===== src/rtl/ctrl_seq.sv =====
// rtl/ctrl_seq.sv - multi-cycle control sequencer: decode, load stretching, branch, start/done, retire count
// Enables are combinational from state and Instruction; the PC, register file and memory act on the next edge.
module ctrl_seq #(
  parameter int IW      = 9,
  parameter int MEM_LAT = 2,
  parameter int CW      = 16
) (
  input  logic          Clk,
  input  logic          Reset,
  input  logic          Start,
  input  logic [IW-1:0] Instruction,
  input  logic          Zero,
  output logic          RegWrEn,
  output logic          MemWrEn,
  output logic          LoadInst,
  output logic          BranchRel,
  output logic [1:0]    PCTarg,
  output logic          PcEn,
  output logic          Busy,
  output logic          Ack,
  output logic [CW-1:0] InstCount
);

  typedef enum logic [1:0] {
    S_IDLE = 2'd0,
    S_RUN  = 2'd1,
    S_LOAD = 2'd2,
    S_DONE = 2'd3
  } state_t;

  localparam logic [2:0] OP_STORE  = 3'b110;
  localparam logic [2:0] OP_LOAD   = 3'b111;
  localparam logic [2:0] OP_BRANCH = 3'b101;
  localparam logic [3:0] WAIT_INIT = 4'(MEM_LAT - 1);

  state_t        state_q, state_d;
  logic [3:0]    wait_q, wait_d;
  logic [CW-1:0] count_q, count_d;

  logic [2:0] opcode;
  logic       is_ack;

  assign opcode = Instruction[IW-1:IW-3];
  assign is_ack = &Instruction;

  always_ff @(posedge Clk or posedge Reset) begin
    if (Reset) begin
      state_q <= S_IDLE;
      wait_q  <= 4'd0;
      count_q <= '0;
    end else begin
      state_q <= state_d;
      wait_q  <= wait_d;
      count_q <= count_d;
    end
  end

  always_comb begin
    state_d   = state_q;
    wait_d    = wait_q;
    RegWrEn   = 1'b0;
    MemWrEn   = 1'b0;
    LoadInst  = 1'b0;
    BranchRel = 1'b0;
    PcEn      = 1'b0;
    case (state_q)
      S_IDLE, S_DONE: begin
        if (Start) state_d = S_RUN;
      end
      S_RUN: begin
        // Ack is all-ones, so it must be tested before the load opcode
        if (is_ack) begin
          state_d = S_DONE;
        end else begin
          case (opcode)
            OP_LOAD: begin
              LoadInst = 1'b1;
              if (MEM_LAT == 1) begin
                RegWrEn = 1'b1;
                PcEn    = 1'b1;
              end else begin
                wait_d  = WAIT_INIT;
                state_d = S_LOAD;
              end
            end
            OP_STORE: begin
              MemWrEn = 1'b1;
              PcEn    = 1'b1;
            end
            OP_BRANCH: begin
              RegWrEn   = 1'b1;
              PcEn      = 1'b1;
              BranchRel = Instruction[5] ? Zero : 1'b1;
            end
            default: begin
              RegWrEn = 1'b1;
              PcEn    = 1'b1;
            end
          endcase
        end
      end
      S_LOAD: begin
        LoadInst = 1'b1;
        wait_d   = wait_q - 4'd1;
        if (wait_q == 4'd1) begin
          RegWrEn = 1'b1;
          PcEn    = 1'b1;
          state_d = S_RUN;
        end
      end
      default: state_d = S_IDLE;
    endcase
  end

  always_comb begin
    count_d = count_q;
    if ((state_q == S_IDLE || state_q == S_DONE) && state_d == S_RUN)
      count_d = '0;
    else if (PcEn && count_q != {CW{1'b1}})
      count_d = count_q + 1'b1;
  end

  assign PCTarg    = Instruction[3:2];
  assign Busy      = (state_q == S_RUN) || (state_q == S_LOAD);
  assign Ack       = (state_q == S_DONE);
  assign InstCount = count_q;

endmodule


===== config.mk =====
export PLATFORM = sky130hd
export DESIGN_NAME = ctrl_seq
export DESIGN_NICKNAME = d
export VERILOG_FILES = /design/src/rtl/ctrl_seq.sv
export SDC_FILE = /design/constraint.sdc
export NUM_CORES = 1
export LEC_CHECK = 0
export ABC_AREA = 1
export BUFFER_PORTS_ARGS = -buffer_cell sky130_fd_sc_hd__buf_4
export CORE_UTILIZATION = 30
export CTS_CLUSTER_SIZE = 14
export DETAILED_ROUTE_END_ITERATION = 8
export GPL_ROUTABILITY_DRIVEN = 0
export GPL_TIMING_DRIVEN = 0
export HOLD_SLACK_MARGIN = 0.1
export PLACE_DENSITY = 0.47
export SYNTH_ARGS = -nofsm -noshare
export SYNTH_HDL_FRONTEND = slang
export SYNTH_SLANG_ARGS = --single-unit

===== constraint.sdc =====
create_clock -name Clk -period 3.3 [get_ports Clk]
set_input_delay 0.495 -clock Clk [delete_from_list [all_inputs] [get_ports Clk]]
set_output_delay 0.495 -clock Clk [all_outputs]
set_load 0.005 [all_outputs]

==> results.md, run 1 <==
Synthesis:
- The average instance in the mapped netlist occupies 6.95 sq um.
- The count of unique library cells instantiated by Yosys is 28.
- For this run, the number of Yosys warnings is 0.
- The multiplexer fraction of the synthesized cell area is 0%.
- The number of nets in the synthesized netlist is 244.
- By area, the combinational part of the netlist is dominated by simple AND/OR/NAND/NOR gates.
- Counting flops and latches in the post-synthesis netlist gives 22.
- By area the synthesized netlist is led by sky130_fd_sc_hd__dfrtp_1, sky130_fd_sc_hd__nand2_1, sky130_fd_sc_hd__nand4_1.
- Summing every instance area after synthesis gives roughly 1600 sq um.
- The post-synthesis compound-gate area fraction is a little under 8%.
- The cell taking the most area after synthesis is sky130_fd_sc_hd__dfrtp_1.
- The post-synthesis share of cell area spent on and, or, nand and nor gates is 41.5%.
- After Yosys synthesis, XOR and XNOR cells account for under 10% of the synthesized area.
- The adder-cell share of the synthesized area is 4.80%.
- After synthesis, the largest area contributor takes up 35.2% of total cell area.
- Synthesis produced a netlist whose cell count is roughly 230.
- The sequential cell area fraction in the yosys report is 35.2%.

GRT:
- The initial antenna violation count is 0.
- The total global routing overflow is 0.
- Global routing used 16.0% of the available tracks across all layers.
- Entering global routing, the biggest net connects 23 pins.
- The first global-routing pass estimated approximately 6.7 mm of wire.
- The via count of the first global-routing pass is 1387.

Clocking:
- In this run the number of H-tree levels came out at 1.
- Counting the buffers created by CTS gives 3.
- After clock tree synthesis, the clock-pin slew on the worst setup and hold paths is 0.09 ns.
- The clock latency reported for the late side of the worst-skew pair is approximately 0.27 ns.
- TritonCTS built the clock tree.
- The setup fix buffers added after clock tree synthesis is 0.
- The maximum buffer depth of the clock tree is 2.
- The number of gates resized after CTS was 0.
- The number of hold buffers added after CTS was 0.
- The number of clock sinks seen by CTS is 22.
- The root buffer cell chosen for the clock tree is sky130_fd_sc_hd__clkbuf_8.

Placement:
- The number of buffers added on ports is 37.
- Once detailed placement completed, the half-perimeter wirelength came to roughly 3.0 mm.
- The post-detailed-placement cell area is 1930 sq um.

Worst hold path:
- In this run the worst hold path is classified as in2async.

Floorplanning:
- The width of the die is ~74 um.
- The number of placed I/O pins is 38.
- The site row count is 25.
- The initial utilization of the core area, before any placement, comes to 32.1%.
- The die covers between 5000 and 6000 sq um.
- From bottom edge to top edge, the die measures 74.2 um.
- The placeable core area is just under 5000 sq um.

Worst setup path:
- The sort of element at the end of the critical path is a primary output.
- The data required time at the worst endpoint is 2.80 ns.
- The number of cells traversed by the worst register-to-register path is 8.
- The slack of the worst reg-to-reg path is 1.39 ns.
- In this run the worst path has a maximum fanout of 6.
- The worst setup path is launched from a flip-flop.
- The reg-to-reg endpoint is InstCount[15].
- The critical path data arrival time is 1.71 ns.
- The launch instance of the worst register-to-register path is state_q[0].
- The critical path starts at state_q[0].
- The last element of the critical path is BranchRel.
- The classification of the worst setup path is reg2out.

Power:
- The power per cell area is 553 nW/um^2.
- The worst-case IR drop observed on VDD is 242 uV.
- The static power due to leakage is 0.000983 uW.
- The design draws 1100 uW.

Routing:
- Using the TritonRoute via totals, the vias-per-cell ratio works out to 4.68.
- For this block, the initial DRC count from the detailed router was 104.
- The final route contains 1557 vias.
- The first detailed-routing pass ran for 4 iterations.
- The detail route stage leaves a number of antenna-violating nets equal to 0.
- In the routed design, unresolved DRC markers number 0.
- In the final routed layout, each cell accounts on average for 12.1 um.
- The aggregate routed wire length is 4.02 mm.

Timing:
- Setup repair after global routing left no endpoint under its margin.
- The count of endpoints failing setup in the final report is 0.
- The transition time of the tightest slew-check pin is 0.857 ns.
- The worst hold slack is between 0.3 and 0.4 ns.
- Between clock sinks in the finished design, the worst skew comes to about 0.0078 ns.
- The maximum clock frequency is 454 MHz.
- The sum of negative setup slack is 0 ns.
- Of the available clock period, the critical path in the final layout requires roughly 67%.
- In this run the tightest slew margin relative to its limit is 42.8%.
- The time the worst path needs with I/O delays and setup is 2.20 ns.
- The number of max-slew violations in the final report is 0.
- The final hold violation count was 0.

Finish:
- The number of antenna diodes in the final layout is 0.
- The top cell types in the final layout, fill and taps aside, are sky130_fd_sc_hd__nand2_1, sky130_fd_sc_hd__buf_4, sky130_fd_sc_hd__inv_1.
- The filler cells instantiated in the layout total roughly 530.
- The post-route netlist has 20.3% of its cells at a drive strength greater than 1.
- With fillers left out, the area of the finished cells amounts to 2000 sq um.
- The number of nets in the layout is 286.
- The layout overhead on the synthesized area is 27.7%.
- The most common cell after layout, fill and taps aside is sky130_fd_sc_hd__nand2_1.

Flow run:
- Across the run, the number of max-cap violations was 0.

Status:
- The flow ran to the end, and the final reports show no timing, DRC or antenna violations.
-- power by group --
group | switching, uW | total, uW | internal [uW]
sequential | 45.3 | 348 | 303
clock | 97.6 | 260 | 162
combinational | 302 | 496 | 194
total | 445 | 1100 | 659
-- flip-flops by register name, indices dropped and copies added, names as in the netlist --
name       flops
InstCount     16
state_q        2
wait_q         4
-- how the worst min path moves through the flow --
stage | end | slack [ns]
finish | wait_q[0] | 0.39
global route | wait_q[0] | 0.47
CTS | wait_q[0] | 0.44
detailed placement | wait_q[3] | 0.53
global placement | wait_q[3] | 0.54
floorplan | InstCount[0] | 0.48
-- per-stage QoR --
step | cells | utilization (%) | worst slack, ns
finish | 333 | 40.9 | 1.10
global route | 333 | 40.9 | 0.994
CTS | 333 | 40.9 | 1.10
detailed placement | 329 | 39.5 | 1.41
global placement | 329 | 39.5 | 1.36
floorplan | 225 | - | 1.63
-- per-layer routing --
layer | up-vias | GRT usage [%] | share of wire (%)
met2 | 38 | 23.5 | 41
li1 | 815 | - | -
met1 | 702 | 24.0 | 53
met4 | 0 | 4.06 | 0.55
met3 | 2 | 2.98 | 5.3
met5 | - | 0 | 0
-- cell usage after synthesis --
library cell,n
sky130_fd_sc_hd__inv_1,23
sky130_fd_sc_hd__or2_1,1
sky130_fd_sc_hd__ha_1,6
sky130_fd_sc_hd__o21bai_1,2
sky130_fd_sc_hd__nor3_1,2
sky130_fd_sc_hd__o22ai_1,1
sky130_fd_sc_hd__nand3b_1,1
sky130_fd_sc_hd__o211ai_2,1
sky130_fd_sc_hd__nand3_1,14
sky130_fd_sc_hd__buf_4,2
sky130_fd_sc_hd__nand2_2,1
sky130_fd_sc_hd__a21oi_1,3
sky130_fd_sc_hd__nor2_4,3
sky130_fd_sc_hd__buf_6,2
sky130_fd_sc_hd__nor2_8,1
sky130_fd_sc_hd__a2111oi_0,1
sky130_fd_sc_hd__xnor2_1,1
sky130_fd_sc_hd__nor2_1,20
sky130_fd_sc_hd__clkbuf_1,1
sky130_fd_sc_hd__or2_2,2
sky130_fd_sc_hd__o21ai_1,2
sky130_fd_sc_hd__nand4_1,15
sky130_fd_sc_hd__xor2_1,3
sky130_fd_sc_hd__nand2_1,82
sky130_fd_sc_hd__o21ai_0,11
sky130_fd_sc_hd__dfrtp_1,22
sky130_fd_sc_hd__clkinv_1,1
sky130_fd_sc_hd__nor2_2,1
-- layout make-up --
class / count / area, sq um / area share (%)
Sequential cell: 22 / 551 / 27.6
Buffer: 5 / 41.3 / 2.07
Clock buffer: 3 / 41.3 / 2.07
Inverter: 24 / 90.1 / 4.51
Multi-Input combinational cell: 174 / 882 / 44.2
Timing Repair Buffer: 37 / 278 / 13.9
Tap cell: 67 / 83.8 / 4.20
Clock inverter: 1 / 30.0 / 1.50
-- worst max-delay path, cell delays in order, from the launching register on --
cell and delay (ns):
sky130_fd_sc_hd__dfrtp_1 0.46, sky130_fd_sc_hd__ha_1 0.30, sky130_fd_sc_hd__inv_1 0.10, sky130_fd_sc_hd__a2111oi_0 0.39, sky130_fd_sc_hd__buf_4 0.19
-- cell families after synthesis --
family          Yosys count
flops                    22
compound gates           21
fa+ha+maj                 6
buf+inv                  29
simple gates            143
xor+xnor                  4
Note: power is estimated with default switching activity, not from simulation.
==> run 2, diff against run 1 <==
--- a/config.mk
+++ b/config.mk
@@ -5,7 +5,7 @@
 export SDC_FILE = /design/constraint.sdc
 export NUM_CORES = 1
 export LEC_CHECK = 0
-export ABC_AREA = 1
+export ABC_AREA = 0
 export BUFFER_PORTS_ARGS = -buffer_cell sky130_fd_sc_hd__buf_4
 export CORE_UTILIZATION = 30
 export CTS_CLUSTER_SIZE = 14
@@ -13,7 +13,7 @@
 export GPL_ROUTABILITY_DRIVEN = 0
 export GPL_TIMING_DRIVEN = 0
 export HOLD_SLACK_MARGIN = 0.1
-export PLACE_DENSITY = 0.47
+export PLACE_DENSITY = 0.5
 export SYNTH_ARGS = -nofsm -noshare
 export SYNTH_HDL_FRONTEND = slang
 export SYNTH_SLANG_ARGS = --single-unit
==> constraint.sdc (replaced) <==
create_clock -name Clk -period 1.78 [get_ports Clk]
set_input_delay 0.267 -clock Clk [delete_from_list [all_inputs] [get_ports Clk]]
set_output_delay 0.267 -clock Clk [all_outputs]
set_load 0.005 [all_outputs]
==> results.md, run 2 <==
Status:
- The run finished, with violations left.
- The checks that failed: setup timing.

Timing:
- Timing would allow up to between 500 and 600 MHz.
- The post-route clock skew is 0.00439 ns (-0.00346 ns).
- The time the worst path needs with I/O delays and setup is 1.89 ns.
- The count of endpoints failing setup in the final report was 12 (+12).
- The number of max-slew violations in the final report is 0 (unchanged).
- The final hold violation count is 0 (unchanged).
- The sum of negative setup slack is -0.611 ns (-0.611 ns).
- Setup repair after global routing could not meet its margin everywhere.
- The setup slack after layout is -0.108 ns (-1.21 ns).
- The transition time of the tightest slew-check pin came to 0.877 ns (+0.0200 ns).
- The worst-case headroom to the max-slew limit was 41.5% (-1.3 points).
- After layout, the worst path uses 106% of the clock period.

Routing:
- The aggregate routed wire length was 3.88 mm (-3.4%).
- The number of nets still failing antenna checks after routing came to 0 (unchanged).
- The overall via count from detail_route is 1445 (-7.2%).
- The starting DRC count in detailed routing is 30 (-71%).
- The detail-routed net length per standard cell is 14.0 um (+16%).
- The detailed-routing iteration count for the pre-antenna-repair pass is 4 (unchanged).
- The mean number of vias per cell is 5.22 (+12%).
- The post-detailed-route DRC marker count came to 0 (unchanged).

Power:
- The static power due to leakage was 0.000982 uW (-0.15%).
- The power per cell area is 1130 nW/um^2 (+110%).
- The worst-case vdd ir drop came to 640 uV (+160%).

Clocking:
- The number of clock sinks seen by CTS came to 22 (unchanged).
- The clock transition at the registers of the reported paths was 0.09 ns (about the same).
- The clock root buffer master is sky130_fd_sc_hd__clkbuf_8.
- The clock latency reported for the late side of the worst-skew pair is 0.27 ns (about the same).
- The total number of H-tree levels was 1 (unchanged).
- The maximum buffer depth of the clock tree came to 2 (unchanged).
- The CTS buffer count is 3 (unchanged).
- TritonCTS built the clock tree.

Flow run:
- The count of maximum capacitance violations came to 0 (unchanged).

Synthesis:
- The number of enable-type register cells in the synthesized netlist is 0 (unchanged).
- The adder-cell share of the synthesized area came to 5.47% (+0.67 points).
- The synthesized cell area came to 1370 sq um (-12%).
- The multiplexer fraction of the synthesized cell area is 2.19% (+2.2 points).
- The post-synthesis async set-or-reset flop share came to 100% (unchanged).
- The number of nets in the synthesized netlist is 175 (-28%).
- The area share of the leading cell type in the synthesized netlist is 40.1% (+4.9 points).
- After synthesis, the largest family of logic cells by area is simple AND/OR/NAND/NOR gates.
- Sorting the synthesized cells by how often they occur yields sky130_fd_sc_hd__nand2_1, sky130_fd_sc_hd__dfrtp_1, sky130_fd_sc_hd__a21oi_1.
- The number of warnings printed during yosys synthesis is 0 (unchanged).
- The post-synthesis compound-gate area fraction is 15.1% (+7.2 points).
- The post-synthesis share of cell area spent on and, or, nand and nor gates was 30.9% (-11 points).
- The sequential cell area fraction in the yosys report is 40.1% (+4.9 points).
- Ranked by total cell area, the synthesized netlist is headed by sky130_fd_sc_hd__dfrtp_1, sky130_fd_sc_hd__nand2_1, sky130_fd_sc_hd__ha_1.
- The gate count after technology mapping is 156 (-31%).
- The count of unique library cells instantiated by Yosys came to 40 (+43%).
- The average cell area after synthesis is 8.79 sq um (+26%).
- The synthesized design spends more area on one cell type than any other, namely sky130_fd_sc_hd__dfrtp_1.
- The most used flip-flop cell after synthesis is sky130_fd_sc_hd__dfrtp_1.
- The xor and xnor fraction of the mapped netlist area was 1.28% (-0.96 points).
- The dominant cell by count in the synthesized netlist is sky130_fd_sc_hd__nand2_1.
- The total of flip-flops plus latches after synthesis was 22 (unchanged).

GRT:
- The total global routing overflow is 0 (unchanged).
- The wire length of the first global-routing pass is 6.49 mm (-3.7%).
- The via count of the first global-routing pass was 1393 (+0.43%).
- The combined global-route utilization of all metal layers came to 16.4% (+0.37 points).
- The pin count of the biggest net entering global routing is 23 (unchanged).
- The initial antenna violation count was 0 (unchanged).

Worst setup path:
- The critical path data arrival time was 2.09 ns (+0.38 ns).
- The sort of element at the end of the critical path is a flip-flop.
- The launching element type of the critical path is a flip-flop.
- Among all stages on the critical path, the largest delay is contributed by sky130_fd_sc_hd__dfrtp_2.
- The data required time at the worst endpoint is 1.98 ns (-0.82 ns).
- The classification of the worst setup path is reg2reg.
- The startpoint of the worst setup timing path is state_q[0].
- Walking the worst path, the cells encountered are inv_4 > ha_4 > nand2b_4 > o22a_4 > inv_4 > nand3_4 > buf_4 > or3_4 > a21oi_2.
- The worst-path maximum fanout is 6 (unchanged).
- Counting stages on the worst path, the most repeated cell is sky130_fd_sc_hd__inv_4.
- The launch instance of the worst register-to-register path is state_q[0].
- The largest stage delay on the critical path is 0.43 ns (-0.03 ns).
- Among cell families on the critical path, the largest total delay comes from simple AND/OR/NAND/NOR gates.
- The buffers plus inverters on the worst setup path is 3 (+1).

Placement:
- The cell count after placement is 245 (-26%).
- The half-perimeter wire length after placement is 2.58 mm (-15%).
- The number of buffers added on ports is 37 (unchanged).
- The post-detailed-placement cell area is 1760 sq um (-8.5%).

Finish:
- The final instance count without filler cells came to 277 (-17%).
- The fill cell instance count of the final layout is 401 (-24%).
- The library cell used most frequently in the layout, excluding fill and tap cells, is sky130_fd_sc_hd__buf_4.
- The number of flip-flops in the largest register is 16 (unchanged).
- The share of post-route cells with drive strength above 1 is 52.0% (+32 points).
- The library cells used most frequently in the layout, excluding fill and tap cells, are sky130_fd_sc_hd__buf_4, sky130_fd_sc_hd__nand2_1, sky130_fd_sc_hd__dfrtp_1.
- The final design area excluding fillers is 2200 sq um (+10%).
- The layout overhead on the synthesized area is 60.7%.
- The number of nets in the layout is 245 (-14%).
- The count of inserted antenna diode cells is 0 (unchanged).

Floorplanning:
- The site row count is 24 (-4.0%).
- The die boundary height is 69.6 um (-6.2%).
- The width of the die came to 69.6 um (-6.2%).
- The number of placed I/O pins is 38 (unchanged).
- The placeable core area is 4380 sq um (-10%).
- The full die area was 4850 sq um (-12%).
- The starting density of the core is 31.3% (-0.77 points).

Worst hold path:
- The worst hold path class is in2async.
## run 2: final timing paths
| kind | slack [ns] | end | cells past startpoint |
|---|---|---|---|
| hold reg to reg | 0.53 | InstCount[4] | 1 |
| hold / removal | 0.18 | wait_q[3] | 2 |
| setup / recovery | -0.11 | InstCount[11] | 9 |
| min in group Clk | 0.21 | state_q[1] | 2 |
| setup reg to reg | -0.11 | InstCount[11] | 9 |
| max in group asynchronous | 1.00 | state_q[1] | 2 |
## run 2: layout make-up
class                   count  area, sq um  area share [%]
clock inverters             1         30.0            1.36
inverters                   9         38.8            1.76
repair buffers             66          500            22.7
plain buffers               5         45.0            2.04
multi-input cells         119          921            41.8
well taps                  52         65.1            2.95
flip-flops and latches     22          562            25.5
clock buffers               3         41.3            1.87
## run 2: cells by family after synthesis
family,count (synthesis)
fa+ha+maj,6
simple gates,76
mux,3
compound gates,32
xor+xnor,2
buf+inv,15
flops,22
## run 2: power breakdown
part           total [uW]  switching [uW]  internal [uW]
Clock                 478             177            301
Sequential            669            94.2            575
Combinational        1350             656            697
Total                2500             927           1570
## run 2: what timing repair did
action,CTS,global route
gates resized for setup,20,24
endpoints found under the setup margin,19,23
hold buffers,0,0
pin swaps,11,10
hold endpoints to repair,0,0
gates cloned,1,0
setup buffers,15,14
## run 2: metrics by stage
| stage | util, % | hold slack [ns] | total power (uW) | setup slack (ns) |
|---|---|---|---|---|
| floorplan | - | 0.256 | 1270 | -0.0651 |
| global placement | 40.2 | 0.488 | 1560 | -0.243 |
| detailed placement | 40.2 | 0.501 | 1580 | -0.272 |
| CTS | 46.2 | 0.213 | 2310 | -0.127 |
| global route | 50.3 | 0.232 | 2680 | -0.173 |
| finish | 50.3 | 0.178 | 2500 | -0.108 |
## run 2: metal layers
layer | part of all wire, % | vias to the layer above | track usage (%)
met3 | 3.6 | 4 | 2.62
li1 | - | 716 | -
met2 | 52 | 31 | 28.9
met5 | 0 | - | 0
met1 | 44 | 694 | 20.4
met4 | 0.85 | 0 | 5.11
